===== src/rtl/sobel_pkg.sv =====
// Shared types and defaults for the Sobel output path.
package sobel_pkg;

   typedef enum logic [1:0] {
      TX_IDLE  = 2'd0,
      TX_START = 2'd1,
      TX_DATA  = 2'd2,
      TX_STOP  = 2'd3
   } tx_state_t;

   // 100 MHz clk_a at 115200 baud
   localparam int unsigned SOBEL_CLKS_PER_BIT = 868;

endpackage


===== src/rtl/sobel_uart_tx_sync_fifo.sv =====
// Single-clock byte FIFO; writes ignored when full, reads ignored when empty.
module sync_fifo #(
   parameter int unsigned WIDTH = 8,
   parameter int unsigned DEPTH = 16
) (
   input  logic                     clk_i,
   input  logic                     rst_i,
   input  logic                     push_i,
   input  logic [WIDTH-1:0]         wdata_i,
   input  logic                     pop_i,
   output logic [WIDTH-1:0]         rdata_o,
   output logic                     full_o,
   output logic                     empty_o,
   output logic [$clog2(DEPTH):0]   count_o
);

   localparam int unsigned PTR_W = $clog2(DEPTH);
   localparam int unsigned CNT_W = $clog2(DEPTH) + 1;

   logic [WIDTH-1:0] mem_q [DEPTH];
   logic [PTR_W-1:0] wr_q, rd_q;
   logic [CNT_W-1:0] count_q;
   logic             do_push_c, do_pop_c;

   assign full_o    = (count_q == CNT_W'(DEPTH));
   assign empty_o   = (count_q == '0);
   assign do_push_c = push_i && !full_o;
   assign do_pop_c  = pop_i && !empty_o;
   assign rdata_o   = mem_q[rd_q];
   assign count_o   = count_q;

   always_ff @(posedge clk_i) begin
      if (do_push_c) mem_q[wr_q] <= wdata_i;
   end

   // Power-of-two depth lets the pointers wrap by natural overflow
   always_ff @(posedge clk_i) begin
      if (rst_i) begin
         wr_q    <= '0;
         rd_q    <= '0;
         count_q <= '0;
      end else begin
         if (do_push_c) wr_q <= wr_q + PTR_W'(1);
         if (do_pop_c)  rd_q <= rd_q + PTR_W'(1);
         case ({do_push_c, do_pop_c})
            2'b10:   count_q <= count_q + CNT_W'(1);
            2'b01:   count_q <= count_q - CNT_W'(1);
            default: count_q <= count_q;
         endcase
      end
   end

endmodule


===== src/rtl/sobel_uart_tx.sv =====
// Buffers Sobel magnitude bytes and serialises them as 8N1-style UART frames.
module sobel_uart_tx
   import sobel_pkg::*;
#(
   parameter int unsigned DATA_BITS    = 8,
   parameter int unsigned CLKS_PER_BIT = SOBEL_CLKS_PER_BIT,
   parameter int unsigned FIFO_DEPTH   = 16
) (
   input  logic                          clk_a,
   input  logic                          rst,
   input  logic [DATA_BITS-1:0]          data_in,
   input  logic                          valid_in,
   output logic                          ready_in,
   output logic                          tx,
   output logic                          busy,
   output logic                          overflow,
   output logic [$clog2(FIFO_DEPTH):0]   fifo_count
);

   localparam int unsigned BAUD_W = 16;
   localparam int unsigned BIT_W  = $clog2(DATA_BITS + 1);

   tx_state_t              state_q;
   logic [BAUD_W-1:0]      baud_q;
   logic [BIT_W-1:0]       bit_q;
   logic [DATA_BITS-1:0]   shreg_q;
   logic                   tx_q;
   logic                   overflow_q;

   logic                   fifo_full, fifo_empty;
   logic [DATA_BITS-1:0]   fifo_rdata;
   logic                   fifo_push_c, fifo_pop_c, baud_term_c;

   assign ready_in    = !fifo_full;
   assign fifo_push_c = valid_in && ready_in;
   assign baud_term_c = (baud_q == BAUD_W'(CLKS_PER_BIT - 1));

   // Pop from IDLE, or chain straight into the next frame at the end of STOP
   always_comb begin
      fifo_pop_c = 1'b0;
      if (!fifo_empty) begin
         if (state_q == TX_IDLE)                  fifo_pop_c = 1'b1;
         else if (state_q == TX_STOP && baud_term_c) fifo_pop_c = 1'b1;
      end
   end

   sync_fifo #(
      .WIDTH (DATA_BITS),
      .DEPTH (FIFO_DEPTH)
   ) u_fifo (
      .clk_i   (clk_a),
      .rst_i   (rst),
      .push_i  (fifo_push_c),
      .wdata_i (data_in),
      .pop_i   (fifo_pop_c),
      .rdata_o (fifo_rdata),
      .full_o  (fifo_full),
      .empty_o (fifo_empty),
      .count_o (fifo_count)
   );

   // tx is registered from the current state, so the line lags the state by one cycle
   always_ff @(posedge clk_a) begin
      if (rst) begin
         state_q    <= TX_IDLE;
         baud_q     <= '0;
         bit_q      <= '0;
         shreg_q    <= '0;
         tx_q       <= 1'b1;
         overflow_q <= 1'b0;
      end else begin
         if (valid_in && fifo_full) overflow_q <= 1'b1;

         case (state_q)
            TX_START: tx_q <= 1'b0;
            TX_DATA:  tx_q <= shreg_q[0];
            default:  tx_q <= 1'b1;
         endcase

         case (state_q)
            TX_IDLE: begin
               if (fifo_pop_c) begin
                  shreg_q <= fifo_rdata;
                  baud_q  <= '0;
                  bit_q   <= '0;
                  state_q <= TX_START;
               end
            end
            TX_START: begin
               if (baud_term_c) begin
                  baud_q  <= '0;
                  bit_q   <= '0;
                  state_q <= TX_DATA;
               end else begin
                  baud_q <= baud_q + BAUD_W'(1);
               end
            end
            TX_DATA: begin
               if (baud_term_c) begin
                  baud_q  <= '0;
                  shreg_q <= shreg_q >> 1;
                  if (bit_q == BIT_W'(DATA_BITS - 1)) begin
                     bit_q   <= '0;
                     state_q <= TX_STOP;
                  end else begin
                     bit_q <= bit_q + BIT_W'(1);
                  end
               end else begin
                  baud_q <= baud_q + BAUD_W'(1);
               end
            end
            TX_STOP: begin
               if (baud_term_c) begin
                  baud_q <= '0;
                  if (fifo_pop_c) begin
                     shreg_q <= fifo_rdata;
                     state_q <= TX_START;
                  end else begin
                     state_q <= TX_IDLE;
                  end
               end else begin
                  baud_q <= baud_q + BAUD_W'(1);
               end
            end
            default: state_q <= TX_IDLE;
         endcase
      end
   end

   assign tx       = tx_q;
   assign overflow = overflow_q;
   assign busy     = (state_q != TX_IDLE) || (fifo_count != '0);

endmodule


===== config.mk =====
export PLATFORM = sky130hd
export DESIGN_NAME = sobel_uart_tx
export DESIGN_NICKNAME = d
export VERILOG_FILES = /design/src/rtl/sobel_pkg.sv /design/src/rtl/sobel_uart_tx_sync_fifo.sv /design/src/rtl/sobel_uart_tx.sv
export SDC_FILE = /design/constraint.sdc
export NUM_CORES = 1
export LEC_CHECK = 0
export CAP_MARGIN = 10
export CORE_ASPECT_RATIO = 2
export CORE_UTILIZATION = 40
export DETAILED_ROUTE_END_ITERATION = 10
export DONT_BUFFER_PORTS = 1
export GPL_TIMING_DRIVEN = 0
export HOLD_SLACK_MARGIN = 0.08
export PLACE_DENSITY = 0.67
export SETUP_SLACK_MARGIN = 0.15
export SLEW_MARGIN = 10
export SYNTH_ARGS = -nofsm -noshare
export SYNTH_HDL_FRONTEND = slang
export SYNTH_SLANG_ARGS = --single-unit

===== constraint.sdc =====
create_clock -name clk_a -period 3.5 [get_ports clk_a]
set_input_delay 0.7 -clock clk_a [delete_from_list [all_inputs] [get_ports clk_a]]
set_output_delay 0.7 -clock clk_a [all_outputs]
set_load 0.005 [all_outputs]

# --- After elaboration in Yosys (flattened, before gate mapping) ---
# Memory sizes are Yosys's and may differ from the RTL's. A register that Yosys moved wholly into a read port is not among the register bits.
# Index checks and enable logic that the tools add are counted.
totals:
  regBits: 45
  ram_bits: 128
  input_bits: 11
  memories: 1
memory_table:
  columns: ["name", "depth", "width", "rd", "rd_clocked_by_memory_dff", "write_ports", "line", "source"]
  rows:
  - ["u_fifo.mem_q", 16, 8, 1, 1, 1, "sobel_uart_tx_sync_fifo.sv:20", "logic [WIDTH-1:0] mem_q [DEPTH];"]
op_classes:
  addsub: 6
  eq_ne: 13
  muxes: 28
  reduce_logical: 19
ops:
  columns: ["op", "n"]
  rows:
  - ["$mux W16", 2]
  - ["$pmux W16 S2", 1]
  - ["$mux W4", 6]
  - ["$mux W8", 3]
  - ["$pmux W8 S3", 1]
  - ["$add A16 B1 Y16 const B", 1]
  - ["$eq A16 B10 Y1 const B", 1]
  - ["$add A4 B1 Y4 const B", 3]
  - ["$pmux W4 S3", 1]
  - ["$mux W2", 5]
  - ["$pmux W5 S2", 1]
  - ["$ne A2 B2 Y1 const B", 4]
  - ["$pmux W2 S4", 1]
  - ["$eq A2 B2 Y1 const B", 3]
  - ["$mux W1", 6]
  - ["$reduce_bool A3 Y1", 2]
  - ["$add A5 B1 Y5 const B", 1]
  - ["$eq A5 B5 Y1 const B", 1]
  - ["$logic_and A1 B1 Y1", 5]
  - ["$logic_not A5 Y1", 1]
  - ["$reduce_and A5 Y1", 1]
  - ["$reduce_bool A5 Y1", 1]
  - ["$sub A5 B1 Y5 const B", 1]
  - ["$eq A2 B1 Y1 const B", 2]
  - ["10 further kinds", 12]

# --- Depth between registers and ports, before layout ---
logic_depth:
  depth_word: 8
  mapped_depth: 14
  mapped_depth_nobuf: 13

# --- Cells and area by module ---
# A second synthesis with hierarchy kept.
hier_totals:
  hier_cells: 523
  area_unflattened_um2: 7674.9
by_module_without_submodules:
  columns: ["mod", "instances", "cells_each", "area_each_um2", "seq_area_each_um2"]
  rows:
  - ["sync_fifo", 1, 324, 5836.8, 4184.0]
  - ["sobel_uart_tx", 1, 199, 1838.0, 640.6]

# --- Least setup slack after synthesis ---
# OpenSTA, ideal clock, no wires.
synth_path:
  path_kind: "register to register"
  startpoint: "register baud_q[0]"
  endpoint: "register u_fifo.count_q[4] (netlist: u_fifo.count_o[4])"
  arrival_time_ps: 3401
  required_ps: 3379
  setup_slack_ps: -22
  stages_incl_launch_ff: 15
  cell_sequence: "dfxtp_1 ha_1 or3b_2 nor4_4 a21oi_1 nor2_1 ha_1 clkbuf_1 xor2_1 ha_1 o21a_1 o22a_1 a21oi_1 mux2i_1 mux2_2"
synth_via:
  elab_chain_cells: 8
  word_cells_on_any_way: 10
  classes_between: "3 x eq/ne; 4 x mux; 3 x reduce/logical"
synth_lines:
  columns: ["element", "line", "source"]
  rows:
  - ["start: declaration", "sobel_uart_tx.sv:24", "logic [BAUD_W-1:0] baud_q;"]
  - ["start signal: assignment", "sobel_uart_tx.sv:95", "baud_q <= baud_q + BAUD_W'(1);"]
  - ["start signal: assignment", "sobel_uart_tx.sv:109", "baud_q <= baud_q + BAUD_W'(1);"]
  - ["start signal: assignment", "sobel_uart_tx.sv:122", "baud_q <= baud_q + BAUD_W'(1);"]
  - ["$eq A16 B10 Y1 (*)", "sobel_uart_tx.sv:36", "assign baud_term_c = (baud_q == BAUD_W'(CLKS_PER_BIT - 1));"]
  - ["$logic_and A1 B1 Y1 (*)", "sobel_uart_tx.sv:43", "else if (state_q == TX_STOP && baud_term_c) fifo_pop_c = 1'b1;"]
  - ["$mux W1 (*)", "sobel_uart_tx.sv:43", null]
  - ["$mux W1 (*)", "sobel_uart_tx.sv:42", "if (state_q == TX_IDLE) fifo_pop_c = 1'b1;"]
  - ["$mux W1 (*)", "sobel_uart_tx.sv:41", "if (!fifo_empty) begin"]
  - ["$logic_and A1 B1 Y1 (*)", "sobel_uart_tx_sync_fifo.sv:28", "assign do_pop_c = pop_i && !empty_o;"]
  - ["net u_fifo.do_pop_c", "sobel_uart_tx_sync_fifo.sv:23", "logic do_push_c, do_pop_c;"]
  - ["$eq A2 B1 Y1 or $eq A2 B2 Y1 (tied branches)", "sobel_uart_tx_sync_fifo.sv:45", "case ({do_push_c, do_pop_c})"]
  - ["$pmux W5 S2 or $reduce_bool A2 Y1 (tied branches)", null, null]
  - ["end signal: assignment", "sobel_uart_tx_sync_fifo.sv:46", "2'b10: count_q <= count_q + CNT_W'(1);"]
  - ["end signal: assignment", "sobel_uart_tx_sync_fifo.sv:47", "2'b01: count_q <= count_q - CNT_W'(1);"]
  - ["end signal: assignment", "sobel_uart_tx_sync_fifo.sv:48", "default: count_q <= count_q;"]
  - ["end: declaration", "sobel_uart_tx_sync_fifo.sv:22", "logic [CNT_W-1:0] count_q;"]
# The timed path passes the listed nets; every way through them passes the cells marked *.
# A chain may end at the register's enable or synchronous reset.

# --- Final worst setup path ---
layout_path:
  startpoint: "register baud_q[11]"
  endpoint: "register u_fifo.count_q[4] (netlist: u_fifo.count_o[4])"
# Same word-level chain as after synthesis.

==> summary.md <==
| Metric | Value |
|---|---|
| Register bit total from synthesis | `177` |
| Router iterations before antenna repair | `4` |
| Crit Path Class | `flop to flop` |
| Worst EP required | `3820 ps` |
| Sw Share | `31.70%` |
| Core Rows | `70` |
| Register area | `4830 um2` |
| Antenna Nets Post-Route | `0` |
| Slew of the pin with the lowest slew margin | `983.6 ps` |
| Reg clk slew, reported paths | `70 ps` |
| Status | `completed` |
| Post-synth EDFFs | `128` |
| Worst hold path type | `input port to flop` |
| Tot GR Track Use | `17.75%` |
| Ant. Diodes | `0` |
| Yosys top cell by area | `edfxtp_1` |
| Vias in the first global route | `4649` |
| Area of placed instances | `7792 um2` |
| Wl on met1 | `5222 um` |
| Met3 WL | `545 um` |
| Worst Setup EP | `u_fifo.count_o[4]` |
| Seq/Total Area, Yosys | `64.57%` |
| Crit Path Max Fanout | `9` |
| FF-to-FF setup slack | `150 ps` |
| Root Driver | `clkbuf_16` |
| Sw Pwr | `2026 uW` |
| Minimum clock period | `3353 ps` |
| WL/cell | `20.42 um` |
| Dominant cell by count in the synthesized netlist | `edfxtp_1` |
| Crit path launch | `baud_q[11]` |
| Gate count after technology mapping | `532` |
| Reg power frac | `39.3%` |
| Synth Cell Area | `7472 um2` |
| Setup_tns | `0 ps` |
| Max Freq | `0.2983 GHz` |
| P&R area growth vs syn | `13.41%` |
| Worst skew pair latency | `430 ps` |
| Fill cells | `1575` |
| Area contributors post-synth | `edfxtp_1, dfxtp_1, mux4_2` |
| Sink Count | `177` |
| Worst setup SP type | `flop` |
| Internal power | `4365 uW` |
| Drt drc | `0` |
| Largest net degree at the start of global routing | `17` |
| Tcrit/Tclk final | `95.79%` |
| Placer congestion estimate | `0.7978` |
| CTS tree | `built` |
| Total core area | `18310 um2` |
| Multi-input logic area | `2569 um2` |
| Logic gate share of total power | `30.1%` |
| Post-synth top cells | `edfxtp_1, dfxtp_1, nor2_1, mux2i_1, a21oi_1` |
| Final net count | `581` |
| DIE WIDTH | `98.65 um` |
| RSZ-0062 raised after global routing | `true` |
| H-tree Lvls | `4` |
| Max Used Layer | `met4` |
| Synth top area share | `51.44%` |
| Mean post-synth cell area | `14.05 um2` |
| First-pass GRT wire length | `24990 um` |
| Die ar. | `19260 um2` |
| Rel. slew slack | `34.18%` |
| Starting Density | `40.82%` |
| Ys async rst share | `0%` |
| Vias/cell | `5.594` |
| Met2 wire len | `9594 um` |
| Initial antenna violation count | `0` |
| Setup Skew | `9.609 ps` |
| TritonCTS buffer count | `17` |
| R2R Path Start | `baud_q[11]` |
| Clock Path Buffers | `2` |
| Dominant synthesized flop cell | `edfxtp_1` |
| Unique masters post-synth | `59` |
| Setup-failing EPs final | `0` |
| Finished Cell Area | `8474 um2` |
| Max cap viols | `0` |
| Worst VDD drop | `329.5 uV` |
| I/O pin count | `20` |
| Iter 0 DRT Violations | `179` |
| Leakage | `0.002744 uW` |
| FF-to-FF path depth | `14` |
| FF-to-FF End | `u_fifo.count_o[4]` |
| Clock power share | `30.6%` |
| WP data arrival | `3670 ps` |
| Ys Warns | `0` |
| Port Buffers | `0` |
| Routed wire length | `15990 um` |
| Final Hold Fails | `0` |
| Final Util | `46.30%` |
| Cell Pwr Density | `754.2 nW/um2` |
| Overflow after GRT | `0` |
| Worst setup EP type | `flop` |
| DIE HEIGHT | `195.3 um` |
| Hpwl dp | `11590 um` |
| Max-slew violations | `0` |
| Share of cells above drive strength 1 | `16.93%` |
| Via Count | `4380` |
| Post-Syn Nets | `559` |
[cell families (layout without fill, tap and decap cells)]
group	Yosys count	count (layout)	synth area share [%]
DFF	177	177	64.57
and+or+nand+nor	131	131	9.227
AOI/OAI and AO/OA	89	89	8.071
muxes	61	61	11.34
buffers and inverters	42	77	2.244
adders and majority gates	16	16	2.679
xor gates and xnor gates	16	16	1.875
[per-stage QoR]
step	std cells	hold WS, ps	worst slack (ps)	power (uW)
CTS	783	346.2	152.7	6428
global placement	748	442.3	-371.1	4325
global route	783	343.1	44.04	6707
finish	783	359.9	147.4	6391
detailed placement	748	448.1	-387.4	4391
floorplan	532	425.7	157.5	3947
[metal layers]
layer	global-route usage (%)	vias up
met5	0	-
met4	9.784	0
met3	4.044	37
met2	35.60	88
met1	15.60	2176
li1	-	2079
[cell type report]
class | instances | share of cell area (%)
Multi-Input combinational cell | 313 | 30.31
Tap cell | 216 | 3.189
Clock buffer | 18 | 5.064
Timing Repair Buffer | 3 | 0.2658
Buffer | 25 | 1.344
Inverter | 17 | 0.7530
Clock inverter | 14 | 2.082
Sequential cell | 177 | 56.99
[worst max-delay path, stage by stage (launching register included)]
cell	delay [ps]
dfxtp_1	340
or4b_4	560
nor4_4	270
buf_4	180
a21oi_4	80
nor2_2	120
ha_2	200
clkbuf_8	150
xor2_1	70
ha_2	200
o21a_1	170
o22a_1	220
a21oi_2	140
mux2i_1	210
mux2_2	340
[power by group through the flow]
stage | Sequential, uW | Combinational (uW) | Clock, uW
floorplan | 2520 | 1430 | 0
global placement | 2550 | 1780 | 0
detailed placement | 2550 | 1840 | 0
CTS | 2510 | 1930 | 1980
global route | 2530 | 2110 | 2070
finish | 2510 | 1920 | 1960
[how the worst min path moves through the flow]
stage	cells past startpoint	slack, ps	to	start
2_1_floorplan	2	430	shreg_q[6]	shreg_q[6]
3_3_place_gp	2	440	shreg_q[6]	shreg_q[6]
3_5_place_dp	2	450	shreg_q[6]	shreg_q[6]
4_1_cts	0	350	u_fifo.mem_q[3][3]	data_in[3]
5_1_grt	0	340	u_fifo.mem_q[3][3]	data_in[3]
6_report	0	360	u_fifo.mem_q[8][3]	data_in[3]
[flip-flops by register name, summed over array words and instances (netlist names), named ones only]
name	cells
u_fifo.mem_q	128
u_fifo.count_o	5
shreg_q	8
u_fifo.wr_q	4
baud_q	16
u_fifo.rd_q	4
tx	1
state_q	2
bit_q	4
overflow	1
[what timing repair did]
item,in CTS,in global routing
setup buffers,3,0
gates resized for setup,8,6
setup endpoints to repair,3,2
gates cloned,0,0
pin swaps,2,0
hold buffers,0,0
[cells in the final DEF, fill, tap and decap left out, types with 6 or more instances in the layout]
master	netlist	final
nor2b_1	6	6
o22ai_1	8	8
a21oi_1	22	20
a221o_1	7	7
a221oi_1	7	7
clkbuf_1	14	14
mux2_2	9	9
xnor2_1	7	7
nand2b_1	6	6
o21ai_0	16	16
mux2i_1	34	34
xor2_1	9	9
edfxtp_1	128	128
inv_1	16	16
mux4_2	18	18
dfxtp_1	49	45
ha_1	16	13
nor2_1	47	45
nand3_1	7	7
nand2_1	20	20
clkbuf_16	0	17
a22oi_1	7	7
Power figures use the tool's default switching activity.
